**src/rtl/em_pipe_buffer.sv**
```systemverilog
// Execute/Memory pipeline register with valid/ready handshake, flush squash and stall/flush counters.
// Define EMBUF_SKID_EN to add a second (skid) entry so ready_o becomes a registered signal.
module em_pipe_buffer #(
    parameter int DATA_W = 32,
    parameter int REG_AW = 5,
    parameter int CNT_W  = 16
) (
    input  logic              clk_i,
    input  logic              rst_i,
    input  logic              flush_i,
    input  logic              valid_i,
    output logic              ready_o,
    input  logic              branch_i,
    input  logic              memToRead_i,
    input  logic              memToReg_i,
    input  logic              memToWrite_i,
    input  logic              regWrite_i,
    input  logic              zf_i,
    input  logic [DATA_W-1:0] branchAddr_i,
    input  logic [DATA_W-1:0] aluResult_i,
    input  logic [DATA_W-1:0] rtData_i,
    input  logic [REG_AW-1:0] writeAddrReg_i,
    output logic              valid_o,
    input  logic              ready_i,
    output logic              branch_o,
    output logic              memToRead_o,
    output logic              memToReg_o,
    output logic              memToWrite_o,
    output logic              regWrite_o,
    output logic              zf_o,
    output logic [DATA_W-1:0] branchAddr_o,
    output logic [DATA_W-1:0] aluResult_o,
    output logic [DATA_W-1:0] rtData_o,
    output logic [REG_AW-1:0] writeAddrReg_o,
    output logic              branchTaken_o,
    output logic [CNT_W-1:0]  stallCnt_o,
    output logic [CNT_W-1:0]  flushCnt_o
);
    // Handshake: a bundle transfers on an edge where valid and ready are both high.
    localparam int BW = 3 * DATA_W + REG_AW;

    logic [5:0]    ctrl_in;
    logic [BW-1:0] data_in;
    logic          accept;
    logic          any_valid;

    logic          main_valid_q, main_valid_d;
    logic [5:0]    main_ctrl_q, main_ctrl_d;
    logic [BW-1:0] main_data_q, main_data_d;
    logic [CNT_W-1:0] stall_cnt_q, stall_cnt_d;
    logic [CNT_W-1:0] flush_cnt_q, flush_cnt_d;

    assign ctrl_in = {branch_i, memToRead_i, memToReg_i, memToWrite_i, regWrite_i, zf_i};
    assign data_in = {branchAddr_i, aluResult_i, rtData_i, writeAddrReg_i};
    assign accept  = valid_i & ready_o & ~flush_i;

`ifdef EMBUF_SKID_EN
    logic          skid_valid_q, skid_valid_d;
    logic [5:0]    skid_ctrl_q, skid_ctrl_d;
    logic [BW-1:0] skid_data_q, skid_data_d;
    logic          main_free;

    assign ready_o   = ~skid_valid_q;
    assign main_free = ~main_valid_q | ready_i;
    assign any_valid = main_valid_q | skid_valid_q;

    always_comb begin
        main_valid_d = main_valid_q;
        main_ctrl_d  = main_ctrl_q;
        main_data_d  = main_data_q;
        skid_valid_d = skid_valid_q;
        skid_ctrl_d  = skid_ctrl_q;
        skid_data_d  = skid_data_q;
        if (flush_i) begin
            main_valid_d = 1'b0;
            main_ctrl_d  = '0;
            skid_valid_d = 1'b0;
            skid_ctrl_d  = '0;
        end else if (main_free) begin
            if (skid_valid_q) begin
                // Older skid entry advances first to keep FIFO order.
                main_valid_d = 1'b1;
                main_ctrl_d  = skid_ctrl_q;
                main_data_d  = skid_data_q;
                skid_valid_d = accept;
                skid_ctrl_d  = accept ? ctrl_in : 6'b0;
                if (accept) skid_data_d = data_in;
            end else if (accept) begin
                main_valid_d = 1'b1;
                main_ctrl_d  = ctrl_in;
                main_data_d  = data_in;
            end else if (main_valid_q) begin
                main_valid_d = 1'b0;
                main_ctrl_d  = '0;
            end
        end else if (accept) begin
            skid_valid_d = 1'b1;
            skid_ctrl_d  = ctrl_in;
            skid_data_d  = data_in;
        end
    end

    always_ff @(posedge clk_i or posedge rst_i) begin
        if (rst_i) begin
            skid_valid_q <= 1'b0;
            skid_ctrl_q  <= '0;
            skid_data_q  <= '0;
        end else begin
            skid_valid_q <= skid_valid_d;
            skid_ctrl_q  <= skid_ctrl_d;
            skid_data_q  <= skid_data_d;
        end
    end
`else
    assign ready_o   = ~main_valid_q | ready_i;
    assign any_valid = main_valid_q;

    always_comb begin
        main_valid_d = main_valid_q;
        main_ctrl_d  = main_ctrl_q;
        main_data_d  = main_data_q;
        if (flush_i) begin
            main_valid_d = 1'b0;
            main_ctrl_d  = '0;
        end else if (accept) begin
            main_valid_d = 1'b1;
            main_ctrl_d  = ctrl_in;
            main_data_d  = data_in;
        end else if (main_valid_q & ready_i) begin
            // Bubble: squash control so memory stage cannot write, keep data.
            main_valid_d = 1'b0;
            main_ctrl_d  = '0;
        end
    end
`endif

    always_comb begin
        stall_cnt_d = stall_cnt_q;
        flush_cnt_d = flush_cnt_q;
        if (main_valid_q & ~ready_i & (stall_cnt_q != '1)) stall_cnt_d = stall_cnt_q + CNT_W'(1);
        if (flush_i & any_valid & (flush_cnt_q != '1)) flush_cnt_d = flush_cnt_q + CNT_W'(1);
    end

    always_ff @(posedge clk_i or posedge rst_i) begin
        if (rst_i) begin
            main_valid_q <= 1'b0;
            main_ctrl_q  <= '0;
            main_data_q  <= '0;
            stall_cnt_q  <= '0;
            flush_cnt_q  <= '0;
        end else begin
            main_valid_q <= main_valid_d;
            main_ctrl_q  <= main_ctrl_d;
            main_data_q  <= main_data_d;
            stall_cnt_q  <= stall_cnt_d;
            flush_cnt_q  <= flush_cnt_d;
        end
    end

    assign valid_o = main_valid_q;
    assign {branch_o, memToRead_o, memToReg_o, memToWrite_o, regWrite_o, zf_o} = main_ctrl_q;
    assign {branchAddr_o, aluResult_o, rtData_o, writeAddrReg_o} = main_data_q;
    assign branchTaken_o = main_valid_q & branch_o & zf_o;
    assign stallCnt_o    = stall_cnt_q;
    assign flushCnt_o    = flush_cnt_q;
endmodule
```
**config.mk**
```make
export PLATFORM = sky130hd
export DESIGN_NAME = em_pipe_buffer
export DESIGN_NICKNAME = d
export VERILOG_FILES = /design/src/rtl/em_pipe_buffer.sv
export SDC_FILE = /design/constraint.sdc
export NUM_CORES = 1
export LEC_CHECK = 0
export CORE_ASPECT_RATIO = 1.2
export CORE_MARGIN = 2
export CORE_UTILIZATION = 47
export CTS_BUF_LIST = sky130_fd_sc_hd__clkbuf_4 sky130_fd_sc_hd__clkbuf_8
export DETAILED_ROUTE_END_ITERATION = 8
export DONT_BUFFER_PORTS = 1
export HOLD_SLACK_MARGIN = 0.15
export PLACE_DENSITY = 0.71
export SLEW_MARGIN = 20
export SYNTH_ARGS = -nofsm -noshare
export SYNTH_HDL_FRONTEND = slang
export SYNTH_SLANG_ARGS = --single-unit
```
**constraint.sdc**
```tcl
create_clock -name clk_i -period 10.98 [get_ports clk_i]
set_input_delay 2.745 -clock clk_i [delete_from_list [all_inputs] [get_ports clk_i]]
set_output_delay 2.745 -clock clk_i [all_outputs]
set_load 0.03 [all_outputs]
```
==> reports/summary.log, run 1 <==
[status] run status completed
[sta] Slew headroom 39.4%
[placement] weighted congestion reported at the end of routability-driven placement 0.793
[cells_and_area] proportion of layout cells with a drive suffix above 1 39.0%
[cts] insertion delay of the later-clocked pin in the worst-skew pair 430 ps
[worst_hold_path] hold endpoint stallCnt_o[0]
[critical_path] crit path launch type input pin
[synthesis] share of flip-flops with an asynchronous set or reset after synthesis 100%
[critical_path] flop-to-flop setup slack 8670 ps
[critical_path] worst flop-to-flop path startpoint valid_o
[detailed_routing] drt pass-1 iters 4
[detailed_routing] routed wirelength normalized by instance count 20.3 um
[synthesis] area of the mapped netlist 5670 sq um
[cells_and_area] flip-flop and latch area 3500 sq um
[die] number of top-level pins 254
[power_and_ir_drop] Power Total 1400 uW
[critical_path] sequence of cells on the critical path and2b_4 -> inv_1
[synthesis] total of flip-flops plus latches after synthesis 140
[cells_and_area] number of nets in the finished design 492
[synthesis] Post-Syn Nets 482
[power_and_ir_drop] Pwr per Cell Area 226 nW/um^2
[global_routing] number of global-route vias before repair 3269
[critical_path] kind of cell with the highest combined delay on the critical path buffers and inverters
[synthesis] top cells by area, synth sky130_fd_sc_hd__dfrtp_1 62%, sky130_fd_sc_hd__mux2_2 16%, sky130_fd_sc_hd__mux2_4 6.6%
[cts] number of levels in the clock H-tree 4
[cts] clock buffer depth 2
[detailed_routing] initial DRC count 119
[critical_path] cells on worst reg2reg path 4
[power_and_ir_drop] worst ir drop on vdd 0.139 mV
[cts] # Post-CTS Setup Buffers 0
[critical_path] crit path buf inv count 1
[sta] RSZ-0062 raised after global routing no
[detailed_routing] wire length after detailed routing 11.1 mm
[die] die outline width 104 um
[synthesis] most area-hungry cell type in the Yosys netlist sky130_fd_sc_hd__dfrtp_1
[synthesis] top-count cell post-synth sky130_fd_sc_hd__dfrtp_1
[sta] final hold violation count 0
[cells_and_area] Post-Layout Inst Area 6200 sq um
[critical_path] endpoint of the worst-slack reg-to-reg timing path main_data_q[91]
[critical_path] maximum fanout along the worst path 4
[cts] clock sinks 140
[cts] number of gates resized after CTS 0
[die] standard-cell row count 43
[cells_and_area] layout filler cell count 990
[cts] total of hold buffers inserted after clock tree synthesis 0
[job] number of max-capacitance violations reported 0
[cts] TritonCTS clock tree done
[sta] top achievable clock speed 168 MHz
[critical_path] Worst Setup Path Type input pin to output port
[synthesis] synthesized area per cell 15.4 sq um
[cts] clock transition at the register clock pins on the worst setup and hold paths after CTS 80 ps
[placement] placed insts 516
[global_routing] global-route wire length before repair 17.9 mm
[detailed_routing] Via density 5.45
[power_and_ir_drop] P_leak 0.00275 uW
[detailed_routing] total number of vias 2984
[die] area of the die 13000 sq um
[synthesis] post-synthesis instance total 368
[die] Core Area 11700 sq um
[sta] minimum period implied by the final worst setup slack 5940 ps
[critical_path] CP max-delay cell sky130_fd_sc_hd__inv_1
[synthesis] Distinct cells, synth 35
[critical_path] Crit. End Element output port
[cells_and_area] combined area of the multi-input logic cells 2050 sq um
[worst_hold_path] Tightest Hold Check Type flip-flop to flip-flop
[sta] post-route setup TNS 0 ps
[sta] final setup vio count 0
[global_routing] global router's overall resource usage 17.8%
[synthesis] number of flops mapped to enable cells by yosys 0
[synthesis] top_reg_cell synth sky130_fd_sc_hd__dfrtp_1
[global_routing] number of antenna violations at the first check in global routing 1
[cells_and_area] Layout Cells excl Fill 548
[worst_hold_path] cell depth of the worst hold path 1
[detailed_routing] remaining design rule violation count 0
[critical_path] Crit path arrival time 3200 ps
[synthesis] sequential cell area fraction in the yosys report 61.8%
[critical_path] Crit path required time 8240 ps
[sta] worst-margin pin slew 908 ps
[die] vertical extent of the die 124 um
[worst_hold_path] startpoint of the lowest-slack hold path stallCnt_o[0]
[placement] detailed-placement wirelength estimate 8.01 mm
[placement] Post-DP Area 5780 sq um
[critical_path] delay of the slowest cell on the worst path 270 ps
[global_routing] leftover overflow at the end of global routing 0
[cts] TritonCTS Buffers 17
[synthesis] number of warnings issued by yosys 0
[sta] Fin Clk Skew 11.4 ps
[sta] number of slew-limit violations in the final report 0
[sta] share of the clock period used by the worst path 54.1%
[global_routing] largest net degree at the start of global routing 76
[die] Initial Utilization 48.5%
[cells_and_area] area growth from synthesis to final layout 9.43%
[synthesis] most common library cells after synthesis 140 x sky130_fd_sc_hd__dfrtp_1, 79 x sky130_fd_sc_hd__mux2_2, 25 x sky130_fd_sc_hd__mux2_4
[cts] Root Driver sky130_fd_sc_hd__clkbuf_8
[placement] number of buffers inserted by port buffering 0
[detailed_routing] remaining number of nets flagged by the antenna check after routing 0
[synthesis] area share of the leading cell type in the synthesized netlist 61.8%
[cells_and_area] Final Core Density 53.1%
[layout by cell type, fill, tap and decap left out, types with 5 or more instances in the layout]
master / n
sky130_fd_sc_hd__nor2_1: 13
sky130_fd_sc_hd__nand4_1: 11
sky130_fd_sc_hd__and3_1: 6
sky130_fd_sc_hd__nand3_1: 7
sky130_fd_sc_hd__mux2_2: 79
sky130_fd_sc_hd__xnor2_1: 15
sky130_fd_sc_hd__xor2_1: 12
sky130_fd_sc_hd__nand2_1: 14
sky130_fd_sc_hd__clkbuf_8: 18
sky130_fd_sc_hd__a22o_1: 6
sky130_fd_sc_hd__dfrtp_1: 140
sky130_fd_sc_hd__mux2_4: 25
sky130_fd_sc_hd__inv_6: 5
[power breakdown]
| part | switching, uW | internal [uW] |
|---|---|---|
| Clock | 196 | 235 |
| Combinational | 49.9 | 81.4 |
| Sequential | 247 | 596 |
[worst max-delay path by stage]
stage,start,end,slack [ps],cells after the start
2_1_floorplan,rst_i,flushCnt_o[0],4480,1
3_3_place_gp,ready_i,ready_o,5040,2
3_5_place_dp,ready_i,ready_o,5040,2
4_1_cts,ready_i,ready_o,5040,2
5_1_grt,ready_i,ready_o,5030,2
6_report,ready_i,ready_o,5040,2
[flip-flops by register name, summed over array words and instances (netlist names)]
name         flops
flushCnt_o      16
main_ctrl_q      6
stallCnt_o      16
main_data_q    101
valid_o          1
[stage by stage]
step                setup WS [ps]  hold WS, ps
global placement             5040          682
floorplan                    4480          659
detailed placement           5040          706
finish                       5040          715
CTS                          5040          718
global route                 5030          740
[kinds of logic after synthesis]
kind of cell	synth area share, %
flip-flops	61.8
multiplexers	22.3
AND/OR/NAND/NOR	7.62
XOR/XNOR	4.17
buffers and inverters	2.14
AO/OA/AOI/OAI	1.50
adder cells (fa/ha/maj)	0.441
[cell type report]
cell class              instances  area share [%]
flip-flops and latches        140            56.5
multi-input cells             214            33.0
clock buffers                  19            4.12
clock inverters                12            2.58
repair buffers                  3           0.363
diodes                          1          0.0403
inverters                       2           0.202
well taps                     157            3.17
[routing by layer]
metal	global-route usage, %	part of all wire, %	vias up
li1	-	-	1320
met4	9.54	2.9	0
met3	7.33	9.6	27
met5	0	0	-
met1	19.4	37	1468
met2	29.3	51	169
Note: power is estimated with default switching activity, not from simulation.
==> run 2, diff against run 1 <==
- PLACE_DENSITY: 0.71 -> 0.73
- clock period: 10.98 -> 5.14 ns (I/O delays scaled with it)
==> run 2 against run 1 <==
Against the previous run:
- via count increased by 2.3%
- combinational power increased by 120%
- register-to-register slack got worse by 5800 ps
- highest routed layer unchanged
- utilization decreased by 0.054 points
==> reports/summary.log, run 2 (synthesis results as in run 1) <==
[sta] top achievable clock speed 331 MHz
[critical_path] kind of cell with the highest combined delay on the critical path buffers and inverters
[global_routing] global router's overall resource usage 17.7% [-0.055 points]
[cts] Root Driver sky130_fd_sc_hd__clkbuf_8
[critical_path] capturing instance or port of the critical path ready_o
[cts] TritonCTS clock tree done
[sta] final setup vio count 0 [unchanged]
[sta] Fin Clk Skew 8.87 ps [-2.48 ps]
[sta] worst-margin pin slew 923 ps [+14.7 ps]
[worst_hold_path] Tightest Hold Check Type flip-flop to flip-flop
[global_routing] number of global-route vias before repair 3239 [-0.92%]
[critical_path] endpoint of the worst-slack reg-to-reg timing path main_data_q[84]
[global_routing] number of antenna violations at the first check in global routing 0 [-1]
[cells_and_area] proportion of layout cells with a drive suffix above 1 39.1% [+0.16 points]
[cts] insertion delay of the later-clocked pin in the worst-skew pair 430 ps [about the same]
[global_routing] largest net degree at the start of global routing 109 [+43%]
[critical_path] CP max-delay cell sky130_fd_sc_hd__inv_1
[cells_and_area] number of nets in the finished design 492 [unchanged]
[critical_path] Crit. End Element output port
[critical_path] cells on worst reg2reg path 4 [unchanged]
[critical_path] startpoint of the worst setup timing path ready_i
[detailed_routing] routed wirelength normalized by instance count 20.5 um [+0.76%]
[placement] Post-DP Area 5780 sq um [unchanged]
[cts] clock sinks 140 [unchanged]
[placement] weighted congestion reported at the end of routability-driven placement 0.768 [-3.2%]
[worst_hold_path] cell depth of the worst hold path 1 [unchanged]
[sta] minimum period implied by the final worst setup slack 3020 ps
[placement] placed insts 516 [unchanged]
[die] number of top-level pins 254 [unchanged]
[sta] number of slew-limit violations in the final report 0 [unchanged]
[critical_path] worst flop-to-flop path startpoint valid_o
[critical_path] flop-to-flop setup slack 2910 ps [-5760 ps]
[detailed_routing] Via density 5.57 [+2.3%]
[cts] clock transition at the register clock pins on the worst setup and hold paths after CTS 70 ps [about the same]
[cells_and_area] leading cell type in the layout, fill and taps excluded sky130_fd_sc_hd__dfrtp_1
[sta] final hold violation count 0 [unchanged]
[die] Initial Utilization 48.5% [unchanged]
[cells_and_area] most frequent cells in the layout 140 x sky130_fd_sc_hd__dfrtp_1, 79 x sky130_fd_sc_hd__mux2_2, 25 x sky130_fd_sc_hd__mux2_4
[cells_and_area] register bank with the most flops main_data_q
[die] area of the die 13000 sq um [unchanged]
[detailed_routing] wire length after detailed routing 11.2 mm [+0.76%]
[sta] post-route setup TNS 0 ps [unchanged]
[cells_and_area] area growth from synthesis to final layout 9.32%
[power_and_ir_drop] P_leak 0.00275 uW [+0.18%]
[critical_path] delay of the slowest cell on the worst path 260 ps [about the same]
[critical_path] Worst Setup Path Type input pin to output port
[sta] share of the clock period used by the worst path 58.7%
[placement] number of buffers inserted by port buffering 0 [unchanged]
[cells_and_area] max FFs per register 101 [unchanged]
[critical_path] sequence of cells on the critical path and2b_4 -> inv_1
[critical_path] WP depth 2 [unchanged]
[global_routing] leftover overflow at the end of global routing 0 [unchanged]
[cts] clock buffer depth 2 [unchanged]
[status] run status completed
[sta] RSZ-0062 raised after global routing no
[detailed_routing] initial DRC count 167 [+40%]
[critical_path] Crit path required time 3860 ps [-4380 ps]
[die] standard-cell row count 43 [unchanged]
[cts] number of levels in the clock H-tree 4 [unchanged]
[critical_path] crit path launch type input pin
[cts] number of gates resized after CTS 0 [unchanged]
[job] number of max-capacitance violations reported 0 [unchanged]
[cells_and_area] layout filler cell count 967 [-2.3%]
[sta] least setup slack across all paths after layout 2120 ps [-2920 ps]
[detailed_routing] remaining number of nets flagged by the antenna check after routing 0 [unchanged]
[power_and_ir_drop] Pwr per Cell Area 484 nW/um^2 [+110%]
[global_routing] global-route wire length before repair 17.7 mm [-1.2%]
[die] Core Area 11700 sq um [unchanged]
[detailed_routing] drt pass-1 iters 4 [unchanged]
[detailed_routing] remaining design rule violation count 0 [unchanged]
[cells_and_area] Post-Layout Inst Area 6200 sq um [-0.10%]
[placement] detailed-placement wirelength estimate 8.22 mm [+2.6%]
[critical_path] Crit path arrival time 1730 ps [-1470 ps]
[cells_and_area] antenna cell count 0 [-1]
[cts] # Post-CTS Setup Buffers 0 [unchanged]
[placement] Setup WS pre-CTS 2120 ps [-2920 ps]
[cts] TritonCTS Buffers 17 [unchanged]
[cells_and_area] Layout Cells excl Fill 548 [unchanged]
[die] vertical extent of the die 124 um [unchanged]
[critical_path] maximum fanout along the worst path 4 [unchanged]
[power_and_ir_drop] worst ir drop on vdd 0.219 mV [+58%]
[die] die outline width 104 um [unchanged]
[sta] Slew headroom 38.5% [-0.98 points]
[cts] total of hold buffers inserted after clock tree synthesis 0 [unchanged]
[detailed_routing] total number of vias 3052 [+2.3%]
[critical_path] crit path buf inv count 1 [unchanged]
-- run 2: cell type report --
cell class,instances,area (sq um),area share [%]
clock buffer,19,249,4.02
clock inverter,13,163,2.63
inverter,2,12.5,0.202
multi-input combinational,214,2050,33.1
sequential,140,3500,56.5
tap,157,196,3.17
timing repair buffer,3,22.5,0.363
-- run 2: per-layer routing --
metal	global-route usage, %	up-vias	share of wire, %	routed length [um]
met5	0	-	0	0
met2	29.8	172	51	5740
met3	8.37	25	10	1120
met1	18.6	1534	36	4050
li1	-	1321	-	-
met4	8.59	0	2.7	307
-- run 2: worst register-to-register path: stages, from the launching register on --
cell and delay (ps):
sky130_fd_sc_hd__dfrtp_1 570, sky130_fd_sc_hd__and2b_4 290, sky130_fd_sc_hd__nor3b_4 170, sky130_fd_sc_hd__buf_4 610, sky130_fd_sc_hd__mux2_2 480
-- run 2: how the worst min path moves through the flow --
stage                  startpoint            end  slack (ps)
global route        stallCnt_o[4]  stallCnt_o[4]         710
finish              stallCnt_o[4]  stallCnt_o[4]         700
detailed placement  stallCnt_o[4]  stallCnt_o[4]         700
global placement    stallCnt_o[4]  stallCnt_o[4]         680
CTS                 stallCnt_o[4]  stallCnt_o[4]         710
floorplan           stallCnt_o[4]  stallCnt_o[4]         660
-- run 2: power breakdown --
group | switching (uW) | total (uW) | internal [uW] | leakage, uW
clock network | 418 | 913 | 495 | 0.000216
registers | 529 | 1800 | 1270 | 0.00171
logic | 108 | 283 | 174 | 0.000825
total | 1060 | 3000 | 1940 | 0.00275
-- run 2: through the flow --
stage	utilization, %	total power (uW)	hold WS (ps)
after floorplan	-	2020	659
after global placement	49.5	2090	682
after detailed placement	49.5	2120	695
after CTS	53.1	3040	707
after global routing	53.1	3130	710
final	53.1	3000	701
